`config.mk`:
```
export PLATFORM = sky130hd
export DESIGN_NAME = ps2_kb_rx
export DESIGN_NICKNAME = d
export VERILOG_FILES = /design/src/rtl/ps2_kb_pkg.sv /design/src/rtl/ps2_frame_rx.sv /design/src/rtl/ps2_kb_rx.sv
export SDC_FILE = /design/constraint.sdc
export NUM_CORES = 1
export LEC_CHECK = 0
export ABC_AREA = 1
export CORE_MARGIN = 10
export CORE_UTILIZATION = 39
export CTS_BUF_LIST = sky130_fd_sc_hd__clkbuf_8
export DETAILED_ROUTE_END_ITERATION = 16
export PLACE_DENSITY = 0.58
export SYNTH_ARGS = -nofsm -noshare
export SYNTH_HDL_FRONTEND = slang
export SYNTH_SLANG_ARGS = --single-unit
```
`constraint.sdc`:
```
create_clock -name clk -period 13.1 [get_ports clk]
set_input_delay 3.275 -clock clk [delete_from_list [all_inputs] [get_ports clk]]
set_output_delay 3.275 -clock clk [all_outputs]
set_load 0.05 [all_outputs]
```
`src/rtl/ps2_kb_pkg.sv`:
```
// Shared constants, state encodings and the key event layout for the PS/2 keyboard receiver.
package ps2_kb_pkg;

    localparam logic [7:0] E0      = 8'hE0;
    localparam logic [7:0] BREAK   = 8'hF0;
    localparam logic [7:0] L_SHIFT = 8'h12;
    localparam logic [7:0] R_SHIFT = 8'h59;
    localparam logic [7:0] CAPS    = 8'h58;

    localparam int KD_BRK   = 11;
    localparam int KD_EXT   = 10;
    localparam int KD_SHIFT = 9;
    localparam int KD_CAPS  = 8;
    localparam int KD_W     = 12;

    typedef enum logic [1:0] {F_IDLE, F_DATA, F_PARITY, F_STOP} frame_state_t;
    typedef enum logic [1:0] {D_BASE, D_E0, D_F0, D_E0F0} dec_state_t;

    // Field order matches the KD_* positions above.
    typedef struct packed {
        logic       brk;
        logic       ext;
        logic       shift;
        logic       caps;
        logic [7:0] code;
    } key_event_t;

    function automatic logic odd_parity_ok(input logic [7:0] data, input logic par);
        return ^{data, par};
    endfunction

endpackage

```
`src/rtl/ps2_frame_rx.sv`:
```
// PS/2 line front end: synchronisers, ps2c debounce, 11-bit frame FSM and inactivity timeout.
module ps2_frame_rx
    import ps2_kb_pkg::*;
#(
    parameter int SYNC_STAGES    = 2,
    parameter int FILTER_LEN     = 4,
    parameter int TIMEOUT_CYCLES = 20000
) (
    input  logic       clk,
    input  logic       reset,
    input  logic       i_ps2c,
    input  logic       i_ps2d,
    output logic       o_frame_ok,
    output logic [7:0] o_byte,
    output logic       o_err
);

    localparam int FW = $clog2(FILTER_LEN + 1);
    localparam int TW = $clog2(TIMEOUT_CYCLES + 1);

    logic [SYNC_STAGES-1:0] r_c_sync, r_d_sync;
    logic                   w_c_s, w_d_s;
    logic [FW-1:0]          r_flt_cnt;
    logic                   r_flt, r_fall;

    frame_state_t r_state, w_next;
    logic [7:0]   r_shift;
    logic [2:0]   r_bitcnt;
    logic         r_par;
    logic [TW-1:0] r_to_cnt;
    logic         w_timeout, w_frame_ok, w_err, w_stop_good;
    logic         r_frame_ok, r_err;
    logic [7:0]   r_byte;

    // Lines idle high, so synchronisers reset to 1 to avoid a spurious fall.
    always_ff @(posedge clk or posedge reset) begin
        if (reset) begin
            r_c_sync <= '1;
            r_d_sync <= '1;
        end else begin
            r_c_sync <= {r_c_sync[SYNC_STAGES-2:0], i_ps2c};
            r_d_sync <= {r_d_sync[SYNC_STAGES-2:0], i_ps2d};
        end
    end

    assign w_c_s = r_c_sync[SYNC_STAGES-1];
    assign w_d_s = r_d_sync[SYNC_STAGES-1];

    always_ff @(posedge clk or posedge reset) begin
        if (reset) begin
            r_flt     <= 1'b1;
            r_flt_cnt <= '0;
            r_fall    <= 1'b0;
        end else if (w_c_s != r_flt) begin
            if (r_flt_cnt == FW'(FILTER_LEN - 1)) begin
                r_flt     <= w_c_s;
                r_flt_cnt <= '0;
                r_fall    <= r_flt;
            end else begin
                r_flt_cnt <= r_flt_cnt + FW'(1);
                r_fall    <= 1'b0;
            end
        end else begin
            r_flt_cnt <= '0;
            r_fall    <= 1'b0;
        end
    end

    assign w_timeout   = (r_state != F_IDLE) && !r_fall && (r_to_cnt == TW'(TIMEOUT_CYCLES - 1));
    assign w_stop_good = w_d_s && odd_parity_ok(r_shift, r_par);

    always_ff @(posedge clk or posedge reset) begin
        if (reset) r_state <= F_IDLE;
        else       r_state <= w_next;
    end

    always_comb begin
        w_next = r_state;
        if (w_timeout) begin
            w_next = F_IDLE;
        end else if (r_fall) begin
            case (r_state)
                F_IDLE:   if (!w_d_s) w_next = F_DATA;
                F_DATA:   if (r_bitcnt == 3'd7) w_next = F_PARITY;
                F_PARITY: w_next = F_STOP;
                F_STOP:   w_next = F_IDLE;
                default:  w_next = F_IDLE;
            endcase
        end
    end

    always_comb begin
        w_frame_ok = r_fall && (r_state == F_STOP) && w_stop_good;
        w_err      = w_timeout
                   || (r_fall && (r_state == F_IDLE) && w_d_s)
                   || (r_fall && (r_state == F_STOP) && !w_stop_good);
    end

    always_ff @(posedge clk or posedge reset) begin
        if (reset) begin
            r_shift    <= '0;
            r_bitcnt   <= '0;
            r_par      <= 1'b0;
            r_to_cnt   <= '0;
            r_frame_ok <= 1'b0;
            r_err      <= 1'b0;
            r_byte     <= '0;
        end else begin
            if (r_fall) begin
                case (r_state)
                    F_IDLE:   r_bitcnt <= '0;
                    F_DATA: begin
                        r_shift  <= {w_d_s, r_shift[7:1]};
                        r_bitcnt <= r_bitcnt + 3'd1;
                    end
                    F_PARITY: r_par <= w_d_s;
                    default:  ;
                endcase
            end
            if (r_state == F_IDLE || r_fall) r_to_cnt <= '0;
            else                             r_to_cnt <= r_to_cnt + TW'(1);
            r_frame_ok <= w_frame_ok;
            r_err      <= w_err;
            if (w_frame_ok) r_byte <= r_shift;
        end
    end

    assign o_frame_ok = r_frame_ok;
    assign o_byte     = r_byte;
    assign o_err      = r_err;

endmodule

```
`src/rtl/ps2_kb_rx.sv`:
```
// PS/2 keyboard receiver top: prefix decoder, shift/caps tracking and the key event FIFO.
module ps2_kb_rx
    import ps2_kb_pkg::*;
#(
    parameter int SYNC_STAGES    = 2,
    parameter int FILTER_LEN     = 4,
    parameter int TIMEOUT_CYCLES = 20000,
    parameter int FIFO_DEPTH     = 8
) (
    input  logic            clk,
    input  logic            reset,
    input  logic            ps2c,
    input  logic            ps2d,
    output logic [KD_W-1:0] key_data,
    output logic            key_valid,
    input  logic            key_ready,
    output logic            rx_err,
    output logic            overflow
);

    localparam int AW = $clog2(FIFO_DEPTH);

    logic       w_frame_ok, w_err;
    logic [7:0] w_byte;

    dec_state_t r_dec, w_dec_next;
    logic       w_prefix, w_emit, w_brk, w_ext;
    logic       r_lshift, r_rshift, r_caps, r_caps_held;
    logic       w_lshift_n, w_rshift_n, w_caps_n, w_caps_held_n;
    key_event_t w_ev, r_ev;
    logic       r_push;

    key_event_t    r_mem [FIFO_DEPTH];
    logic [AW-1:0] r_wr, r_rd;
    logic [AW:0]   r_count;
    logic          w_full, w_pop, w_wr_en;
    logic          r_overflow;

    ps2_frame_rx #(
        .SYNC_STAGES   (SYNC_STAGES),
        .FILTER_LEN    (FILTER_LEN),
        .TIMEOUT_CYCLES(TIMEOUT_CYCLES)
    ) u_frame (
        .clk       (clk),
        .reset     (reset),
        .i_ps2c    (ps2c),
        .i_ps2d    (ps2d),
        .o_frame_ok(w_frame_ok),
        .o_byte    (w_byte),
        .o_err     (w_err)
    );

    assign w_prefix = (w_byte == E0) || (w_byte == BREAK);

    always_ff @(posedge clk or posedge reset) begin
        if (reset) r_dec <= D_BASE;
        else       r_dec <= w_dec_next;
    end

    always_comb begin
        w_dec_next = r_dec;
        if (w_err) begin
            w_dec_next = D_BASE;
        end else if (w_frame_ok) begin
            if (w_byte == E0)
                w_dec_next = D_E0;
            else if (w_byte == BREAK)
                w_dec_next = (r_dec == D_E0 || r_dec == D_E0F0) ? D_E0F0 : D_F0;
            else
                w_dec_next = D_BASE;
        end
    end

    always_comb begin
        w_emit = w_frame_ok && !w_prefix;
        w_brk  = (r_dec == D_F0) || (r_dec == D_E0F0);
        w_ext  = (r_dec == D_E0) || (r_dec == D_E0F0);
    end

    // Modifiers are resolved combinationally so the event carries post-update state.
    always_comb begin
        w_lshift_n    = r_lshift;
        w_rshift_n    = r_rshift;
        w_caps_n      = r_caps;
        w_caps_held_n = r_caps_held;
        if (w_emit && !w_ext) begin
            case (w_byte)
                L_SHIFT: w_lshift_n = !w_brk;
                R_SHIFT: w_rshift_n = !w_brk;
                CAPS: begin
                    if (w_brk) begin
                        w_caps_held_n = 1'b0;
                    end else begin
                        if (!r_caps_held) w_caps_n = !r_caps;
                        w_caps_held_n = 1'b1;
                    end
                end
                default: ;
            endcase
        end
        w_ev.brk   = w_brk;
        w_ev.ext   = w_ext;
        w_ev.shift = w_lshift_n | w_rshift_n;
        w_ev.caps  = w_caps_n;
        w_ev.code  = w_byte;
    end

    always_ff @(posedge clk or posedge reset) begin
        if (reset) begin
            r_lshift    <= 1'b0;
            r_rshift    <= 1'b0;
            r_caps      <= 1'b0;
            r_caps_held <= 1'b0;
            r_push      <= 1'b0;
            r_ev        <= '0;
        end else begin
            r_lshift    <= w_lshift_n;
            r_rshift    <= w_rshift_n;
            r_caps      <= w_caps_n;
            r_caps_held <= w_caps_held_n;
            r_push      <= w_emit;
            if (w_emit) r_ev <= w_ev;
        end
    end

    assign w_full  = (r_count == (AW+1)'(FIFO_DEPTH));
    assign w_pop   = key_valid && key_ready;
    assign w_wr_en = r_push && (!w_full || w_pop);

    // When full, a simultaneous pop frees the head slot that the push overwrites.
    always_ff @(posedge clk or posedge reset) begin
        if (reset) begin
            for (int i = 0; i < FIFO_DEPTH; i++) r_mem[i] <= '0;
            r_wr       <= '0;
            r_rd       <= '0;
            r_count    <= '0;
            r_overflow <= 1'b0;
        end else begin
            if (w_wr_en) begin
                r_mem[r_wr] <= r_ev;
                r_wr        <= r_wr + AW'(1);
            end
            if (w_pop) r_rd <= r_rd + AW'(1);
            case ({w_wr_en, w_pop})
                2'b10:   r_count <= r_count + (AW+1)'(1);
                2'b01:   r_count <= r_count - (AW+1)'(1);
                default: ;
            endcase
            r_overflow <= r_push && w_full && !w_pop;
        end
    end

    assign key_data  = r_mem[r_rd];
    assign key_valid = (r_count != '0);
    assign rx_err    = w_err;
    assign overflow  = r_overflow;

endmodule

```
After elaboration in Yosys (flattened, before gate mapping)
Index checks and enable logic that the tools add are counted.
{ "totals": {"reg_bits": 174, "latchBits": 0, "ramBits": 0, "mem_bits_ro": 0, "input_bits": 5, "out_inout_bits": 15, "wordCells": 177, "mem_count": 0} }
{ "op_classes": {"n_addsub": 7, "n_mul": 0, "n_div": 0, "order_cmp": 3, "n_eq_ne": 20, "shifts": 0, "mux": 32, "bitwise_logic": 3, "reduce_logical": 44} }
{ "ops": {"columns": ["op", "n"], "rows": [
  ["bitwise mux 96 bit", 1],
  ["binary-select mux 12 bit (select 3 bit)", 1],
  ["demux 12 bit (select 3 bit)", 1],
  ["2-to-1 mux 12 bit", 3],
  ["equality test 8 x 7 -> 1 bit (second input constant)", 2],
  ["equality test 8 bit (second input constant)", 2],
  ["2-to-1 mux 2 bit", 8],
  ["adder 15 x 1 -> 15 bit (second input constant)", 1],
  ["equality test 15 bit (second input constant)", 1],
  ["logical AND 1 bit", 15],
  ["2-to-1 mux 15 bit", 1],
  ["adder 3 x 1 -> 3 bit (second input constant)", 4],
  ["2-to-1 mux 1 bit", 12],
  ["equality test 2 bit (second input constant)", 5],
  ["AND reduction 2 bit", 5],
  ["nonzero test 2 bit", 5],
  ["XOR reduction 9 bit", 1],
  ["equality test 8 x 5 -> 1 bit (second input constant)", 1],
  ["greater-or-equal comparator 4 bit (second input constant)", 2],
  ["zero test 1 bit", 8],
  ["NOT 3 -> 4 bit", 2],
  ["case mux 2 bit (4 select lines)", 1],
  ["case mux 4 bit (2 select lines)", 1],
  ["logical OR 1 bit", 7],
  ["16 further kinds", 19]
]} }

Logic depth before layout (Yosys ltp)
Gate-level depths: netlist of the first run.
{ "depth": {"word_depth": 7, "ltp_mapped": 12, "ltp_nobuf": 12} }

Hierarchy
Synthesis of the first run repeated with hierarchy kept, for this count alone.
{ "unflattened": {"cells_unflattened": 952, "hier_area_um2": 8194.1} }
{ "modules_own_cells": {"columns": ["module", "instances", "cells_each", "area_each_um2", "seq_area_each_um2"], "rows": [
  ["ps2_kb_rx", 1, 685, 5845.6, 3153.0],
  ["ps2_frame_rx", 1, 267, 2348.5, 1207.4]
]} }

Worst setup path after synthesis of the first run
OpenSTA, ideal clock, no wires.
{ "synth_path": {"kind": "reg2out", "from": "register r_rd[0]", "to": "output port key_data[1]", "t_arrival_ns": 2.002, "required_time_ns": 9.825, "slack_ns": 7.823, "stages_incl_launch_ff": 7, "n_path_buf": 2, "cell_sequence": "dfrtp_1 > clkbuf_1 > clkbuf_1 > nor2_1 > nor2_1 > o21ai_0 > a31oi_1"} }
{ "synth_between": {"elab_chain_len": 4} }
{ "synth_rtl": {"columns": ["item", "line_no", "text"], "rows": [
  ["from (decl)", "ps2_kb_rx.sv:34", "logic [AW-1:0] r_wr, r_rd;"],
  ["from (signal assigned)", "ps2_kb_rx.sv:143", "if (w_pop) r_rd <= r_rd + AW'(1);"],
  ["NOT 3 -> 4 bit (implied by the code)", "ps2_kb_rx.sv:153", "assign key_data = r_mem[r_rd];"],
  ["binary-select mux 12 bit (select 3 bit)", "ps2_kb_rx.sv:153", null],
  ["2-to-1 mux 12 bit (implied by the code) (2 in series)", "ps2_kb_rx.sv:153", null],
  ["to (decl)", "ps2_kb_rx.sv:14", "output logic [KD_W-1:0] key_data,"]
]} }
Every way passes these cells. The select of a mux whose other input is x is not followed.

Final worst setup path of the first run
{ "layout_path": {"from": "register r_rd[1]", "to": "output port key_data[10]"} }
Same word-level chain as after synthesis.

==> results of run 1 <==
-- power groups by stage --
stage	sequential (W)	clock (W)	combinational [W]
final	0.000585	0.000382	0.000511
after CTS	0.000585	0.000393	0.000514
after global routing	0.000589	0.000418	0.000565
after detailed placement	0.000595	0	0.000511
after floorplan	0.000584	0	0.000378
after global placement	0.000595	0	0.000513
-- how the worst max path moves through the flow --
stage,from,to,slack [ns],cells after the start
final,r_rd[1]$_DFFE_PP0P_,key_data[10],6.42,6
after global placement,r_rd[1]$_DFFE_PP0P_,key_data[10],6.94,6
after floorplan,reset,overflow$_DFF_PP0_,5.12,1
after CTS,r_rd[1]$_DFFE_PP0P_,key_data[5],6.39,6
after detailed placement,r_rd[1]$_DFFE_PP0P_,key_data[5],6.90,6
after global routing,r_rd[1]$_DFFE_PP0P_,key_data[0],6.11,5
-- cells by family after synthesis --
family	share of synthesized area
buffers and inverters	0.06854
AND/OR/NAND/NOR	0.2175
XOR/XNOR	0.01297
flip-flops	0.5380
AO/OA/AOI/OAI	0.1429
adder cells (fa/ha/maj)	0.02007
-- sequential cells by signal, indices dropped and copies added, names as in the netlist, 2 cells and up --
name,flops
u_frame.r_d_sync,2
r_dec,2
u_frame.r_shift,8
u_frame.r_c_sync,2
r_wr,3
r_count,4
u_frame.r_bitcnt,3
r_ev,12
r_rd,3
r_mem,96
u_frame.r_flt_cnt,3
u_frame.r_state,2
u_frame.r_to_cnt,15
u_frame.o_byte,8
-- per-layer routing --
layer | up-vias | global-route usage
li1 | 3160 | -
met1 | 2845 | 0.1895
met2 | 101 | 0.2037
met3 | 4 | 0.03429
met4 | 0 | 0.02681
met5 | - | 0
-- metrics by stage --
step | cells | area, sq um | util | total power, W
floorplan | 964 | 8105 | - | 0.0009620
global placement | 1219 | 8394 | 0.4122 | 0.001108
detailed placement | 1219 | 8394 | 0.4122 | 0.001107
CTS | 1251 | 8798 | 0.4320 | 0.001492
global route | 1251 | 8798 | 0.4320 | 0.001573
finish | 1251 | 8798 | 0.4320 | 0.001478
-- placed cells by master, fill, tap and decap left out, types with 3 or more instances in the layout --
cell type        instances
buf_4                    3
ha_1                    13
clkbuf_8                18
nand3_1                 19
o21ai_1                 35
a21oi_1                 10
xnor2_1                  4
nor2_1                 132
clkdlybuf4s50_1         19
nand4_1                 16
dfstp_2                  5
nor3_1                  12
nand2_4                  7
o22ai_1                 12
nand2_1                235
a31oi_1                 14
dfrtp_1                169
clkinv_4                 3
o21ai_0                149
inv_1                   73
xor2_1                   8
inv_6                    5
-- area by class of cell --
type                            count  area [sq um]
Clock buffer                       18         247.7
Clock inverter                     14         156.4
Fill cell                        2033         11570
Inverter                           77         294.0
Multi-Input combinational cell    676          3189
Sequential cell                   174          4360
Tap cell                          270         337.8
Timing Repair Buffer               22         212.7
-- worst max-delay path: stages, from the launching register on --
cell and delay, ns:
dfrtp_1 0.70, inv_1 0.78, o21ai_0 0.20, o22ai_1 0.15
nor2_1 0.06, a31oi_1 0.20, clkdlybuf4s50_1 0.86
==> key figures, run 1 <==
Timing
  • Final TNS setup: 0 ns
  • Fin. Hold Viols: 0
  • Crit path time final: 6.684 ns
  • Fmax: 149.6 MHz
  • RSZ-0062 raised after global routing: no
  • Relative slew slack: 0.3192
  • Slew @ Worst Pin: 1.021 ns
  • Period utilization: 0.5102
  • Hold WS: 0.3611 ns
  • Slew Viols, Final: 0
  • Worst setup margin: 6.416 ns
  • Setup-failing EPs final: 0
  • Clk_skew: 0.02537 ns

Global route
  • Global-route usage over all layers: 0.1342
  • Vias in the first global route: 5883
  • Grt ovf: 0
  • First-pass GRT wire length: 29.50 mm
  • Largest net degree at the start of global routing: 96
  • Initial antenna violation count: 0

Power and ir drop
  • P_leak: 4.092 nW
  • P_int: 0.0008954 W
  • Sw frac: 0.3940
  • Share of power burned in registers: 0.396
  • NetSw: 0.0005822 W
  • VDD IR max: 0.1356 mV
  • Pwr dens: 167.9 mW/mm^2
  • Combinational share of power: 0.346
  • Clock power share: 0.258

Synthesis
  • Synth Instances: 964
  • Syn Nets: 982
  • Avg Cell Area, Syn: 8.408 sq um
  • Post-Syn Area: 0.008105 sq mm
  • Count leader, synth: nand2_1
  • Largest cells by area after synthesis: dfrtp_1, nand2_1, o21ai_0
  • Post-synth top area cell: dfrtp_1
  • FF+latch count, synth: 174
  • List of most frequent post-synthesis cells: nand2_1, dfrtp_1, o21ai_0
  • Register area share after synthesis: 0.5380
  • Main synth FF type: dfrtp_1
  • Post-synth EDFFs: 0
  • Syn. warnings: 0
  • Distinct cells, synth: 32
  • Async set-reset flop share out of synthesis: 1.000
  • Top-area cell type share of the netlist area: 0.5218

Clock network
  • CTS root buffer: clkbuf_8
  • Reg clk slew, reported paths: 0.09 ns
  • CTS buffer count: 17
  • CTS resizes: 0
  • Cts hold-fix bufs: 0
  • Clock Latency Late Sink: 0.46 ns
  • CTS tree: built
  • Clock buffer depth: 2
  • Total setup buffers inserted after CTS: 0
  • H-tree levels: 4
  • TritonCTS Sinks: 174

Run
  • Max-Cap Viols: 0

Worst setup path
  • R2r endpoint: r_mem[6]$_DFFE_PP0P_
  • Worst setup SP type: register
  • Worst Path Max Fanout: 26
  • Setup crit end kind: output port
  • Reg2Reg Setup Slack: 10.82 ns
  • R2R depth: 8
  • Crit Path Class: reg2out
  • Reg2reg start: r_count[1]$_DFFE_PP0P_
  • Required @ worst endpoint: 9.82 ns
  • Crit path DAT: 3.41 ns

Floorplanning
  • Die Width: 164.2 um
  • Core area: 0.02036 sq mm
  • Cell Rows: 52
  • # IOs: 20
  • Die span in y: 164.2 um
  • Die area: 0.02695 sq mm
  • Starting Density: 0.3980

Cells and area
  • Layout cell share with drive strength beyond 1: 0.05403
  • ANT cells: 0
  • Final #Nets: 986
  • Area grow syn2layout: 8.552%

Drt
  • # DRC: 0
  • Number of antenna-violating nets in the routed design: 0
  • Via density per instance: 4.884
  • Met3 WL: 726 um
  • Top routing layer in use: met4
  • WL final: 17.01 mm
  • WL met2: 7.413 mm
  • Via count: 6110
  • Wl on met1: 8.797 mm
  • Initial DRT Pass Iterations: 5
  • WL/cell: 13.60 um
  • 1st-iter DRT viols: 499

Min path
  • Hold Crit Start: u_frame.r_c_sync[0]$_DFF_PP1_
  • Hold endpoint: u_frame.r_c_sync[1]$_DFF_PP1_
  • Worst hold path type: reg2reg
  • Hold depth: 0

Placed design
  • GPL Wtd Cong: 0.8414
  • Post-detail-place hpwl: 11.27 mm
  • Port bufs: 19
  • Dpl ws: 6.896 ns

Run status
  • Status: complete, no violations
Power figures use the tool's default switching activity.
==> inputs of run 2 (changes only) <==
==> constraint.sdc (replaced) <==
create_clock -name clk -period 6.62 [get_ports clk]
set_input_delay 1.655 -clock clk [delete_from_list [all_inputs] [get_ports clk]]
set_output_delay 1.655 -clock clk [all_outputs]
set_load 0.05 [all_outputs]
==> key figures, run 2 (synthesized netlist as in run 1, its figures left out) <==
Run status
  • Status: complete, no violations (unchanged)

Clock network
  • Clock buffer depth: 2 (unchanged)
  • Cts hold-fix bufs: 0 (unchanged)
  • Clock Latency Late Sink: 0.46 ns (about the same)
  • CTS resizes: 0 (unchanged)
  • CTS tree: built (unchanged)
  • H-tree levels: 4 (unchanged)
  • TritonCTS Sinks: 174 (unchanged)
  • Total setup buffers inserted after CTS: 0 (unchanged)
  • Reg clk slew, reported paths: 0.10 ns (was 0.09 ns)
  • CTS buffer count: 17 (unchanged)
  • CTS root buffer: clkbuf_8 (unchanged)

Cells and area
  • Max reg flops: 96 (unchanged)
  • Sequential Area: 0.004360 sq mm (unchanged)
  • Final #Nets: 987 (was 986)
  • Commonest non-fill, non-tap cell in the layout: nand2_1 (unchanged)
  • Non-filler cells, final: 1252 (was 1251)
  • Layout cell share with drive strength beyond 1: 0.05601 (was 0.05403)
  • Largest registers: r_mem: 96 flops, u_frame.r_to_cnt: 15 flops, r_ev: 12 flops (unchanged)
  • ANT cells: 0 (unchanged)
  • Area of the multi-input gates: 0.003189 sq mm (unchanged)
  • # fillers: 2054 (was 2033)
  • Largest register by flop count: r_mem (unchanged)
  • Area grow syn2layout: 8.336% (was 8.552%)
  • Most frequent cells in the layout: nand2_1, dfrtp_1, o21ai_0 (unchanged)

Run
  • Max-Cap Viols: 0 (unchanged)

Placed design
  • Port bufs: 19 (unchanged)
  • Post-detail-place hpwl: 11.45 mm (was 11.27 mm)
  • Placed Instances: 1220 (was 1219)
  • GPL Wtd Cong: 0.7923 (was 0.8414)

Timing
  • Slew Viols, Final: 0 (unchanged)
  • Period utilization: 0.7705
  • Crit path time final: 5.101 ns
  • Clk_skew: 0.01146 ns (was 0.02537 ns)
  • Relative slew slack: 0.3288 (was 0.3192)
  • Setup-failing EPs final: 0 (unchanged)
  • Fin. Hold Viols: 0 (unchanged)
  • Slew @ Worst Pin: 1.007 ns (was 1.021 ns)
  • Fmax: 196.1 MHz
  • Final TNS setup: 0 ns (unchanged)
  • RSZ-0062 raised after global routing: no (unchanged)

Worst setup path
  • Worst Path Max Fanout: 26 (unchanged)
  • Crit Path Class: reg2out (unchanged)
  • CP delay by family, top: buffers and inverters (unchanged)
  • Largest stage delay, worst path: 0.86 ns (about the same)
  • Crit path DAT: 3.45 ns (was 3.41 ns)
  • R2R depth: 9 (was 8)
  • Slowest CP cell: clkdlybuf4s50_1 (unchanged)
  • Cell breakdown of the critical path: inv_1 -> o21ai_0 -> o22ai_1 -> nor2_1 -> a31oi_1 -> clkdlybuf4s50_1 (unchanged)
  • WP buf/inv: 2 (unchanged)
  • Required @ worst endpoint: 4.97 ns (was 9.82 ns)
  • Setup crit end kind: output port (unchanged)
  • Critical path depth in cells: 6 (unchanged)
  • Worst setup SP type: register (unchanged)

Floorplanning
  • Starting Density: 0.3980 (unchanged)
  • Core area: 0.02036 sq mm (unchanged)
  • Die Width: 164.2 um (unchanged)
  • # IOs: 20 (unchanged)
  • Die span in y: 164.2 um (unchanged)
  • Die area: 0.02695 sq mm (unchanged)
  • Cell Rows: 52 (unchanged)

Drt
  • Number of antenna-violating nets in the routed design: 0 (unchanged)
  • Via density per instance: 4.915 (was 4.884)
  • WL/cell: 14.04 um (was 13.60 um)
  • # DRC: 0 (unchanged)
  • Initial DRT Pass Iterations: 5 (unchanged)
  • 1st-iter DRT viols: 419 (was 499)
  • Via count: 6153 (was 6110)
  • WL final: 17.58 mm (was 17.01 mm)

Global route
  • Grt ovf: 0 (unchanged)
  • First-pass GRT wire length: 29.81 mm (was 29.50 mm)
  • Vias in the first global route: 5866 (was 5883)
  • Initial antenna violation count: 0 (unchanged)
  • Largest net degree at the start of global routing: 113 (was 96)
  • Global-route usage over all layers: 0.1360 (was 0.1342)

Min path
  • Hold depth: 0 (unchanged)
  • Worst hold path type: reg2reg (unchanged)

Power and ir drop
  • VDD IR max: 0.3215 mV (was 0.1356 mV)
  • P_leak: 4.084 nW (was 4.092 nW)
  • Pwr Total: 0.002892 W (was 0.001478 W)
  • Pwr dens: 329.4 mW/mm^2 (was 167.9 mW/mm^2)
==> run 2: per-layer routing <==
metal | wire length [um] | GRT usage
met1 | 9113 | 0.1929
met2 | 7680 | 0.2041
met3 | 587 | 0.02954
met4 | 201 | 0.03859
met5 | 0 | 0
==> run 2: where the power goes <==
part / switching (W) / total [W] / internal, W
logic: 0.000704 / 0.00102 / 0.000315
registers: 0.0000533 / 0.00116 / 0.00110
clock network: 0.000435 / 0.000716 / 0.000281
total: 0.00119 / 0.00289 / 0.00170
==> run 2: worst paths after layout <==
kind                                                     from                             to  slack (ns)
worst max-delay path                      r_rd[1]$_DFFE_PP0P_                    key_data[7]        1.52
worst min-delay path            u_frame.r_d_sync[0]$_DFF_PP1_  u_frame.r_d_sync[1]$_DFF_PP1_        0.36
worst max register to register         r_count[1]$_DFFE_PP0P_           r_mem[4]$_DFFE_PP0P_        4.32
worst min register to register  u_frame.r_d_sync[0]$_DFF_PP1_  u_frame.r_d_sync[1]$_DFF_PP1_        0.36
max in group asynchronous                               reset          r_mem[71]$_DFFE_PP0P_        3.76
min in group asynchronous                               reset          r_mem[70]$_DFFE_PP0P_        1.80
==> run 2: stage by stage <==
step	hold WS (ns)	utilization	area, sq um	worst slack, ns
final	0.3634	0.4312	8781	1.519
after global routing	0.3728	0.4312	8781	1.194
after CTS	0.3660	0.4312	8781	1.495
after detailed placement	0.3484	0.4126	8402	2.022
after global placement	0.3460	0.4126	8402	2.120
after floorplan	0.3452	-	8105	0.2564
==> run 2: layout make-up <==
type | instances | share of cell area
Clock buffer | 17 | 0.02665
Timing Repair Buffer | 23 | 0.02508
Inverter | 77 | 0.03349
Multi-Input combinational cell | 676 | 0.3632
Tap cell | 270 | 0.03847
Sequential cell | 174 | 0.4966
Clock inverter | 15 | 0.01653
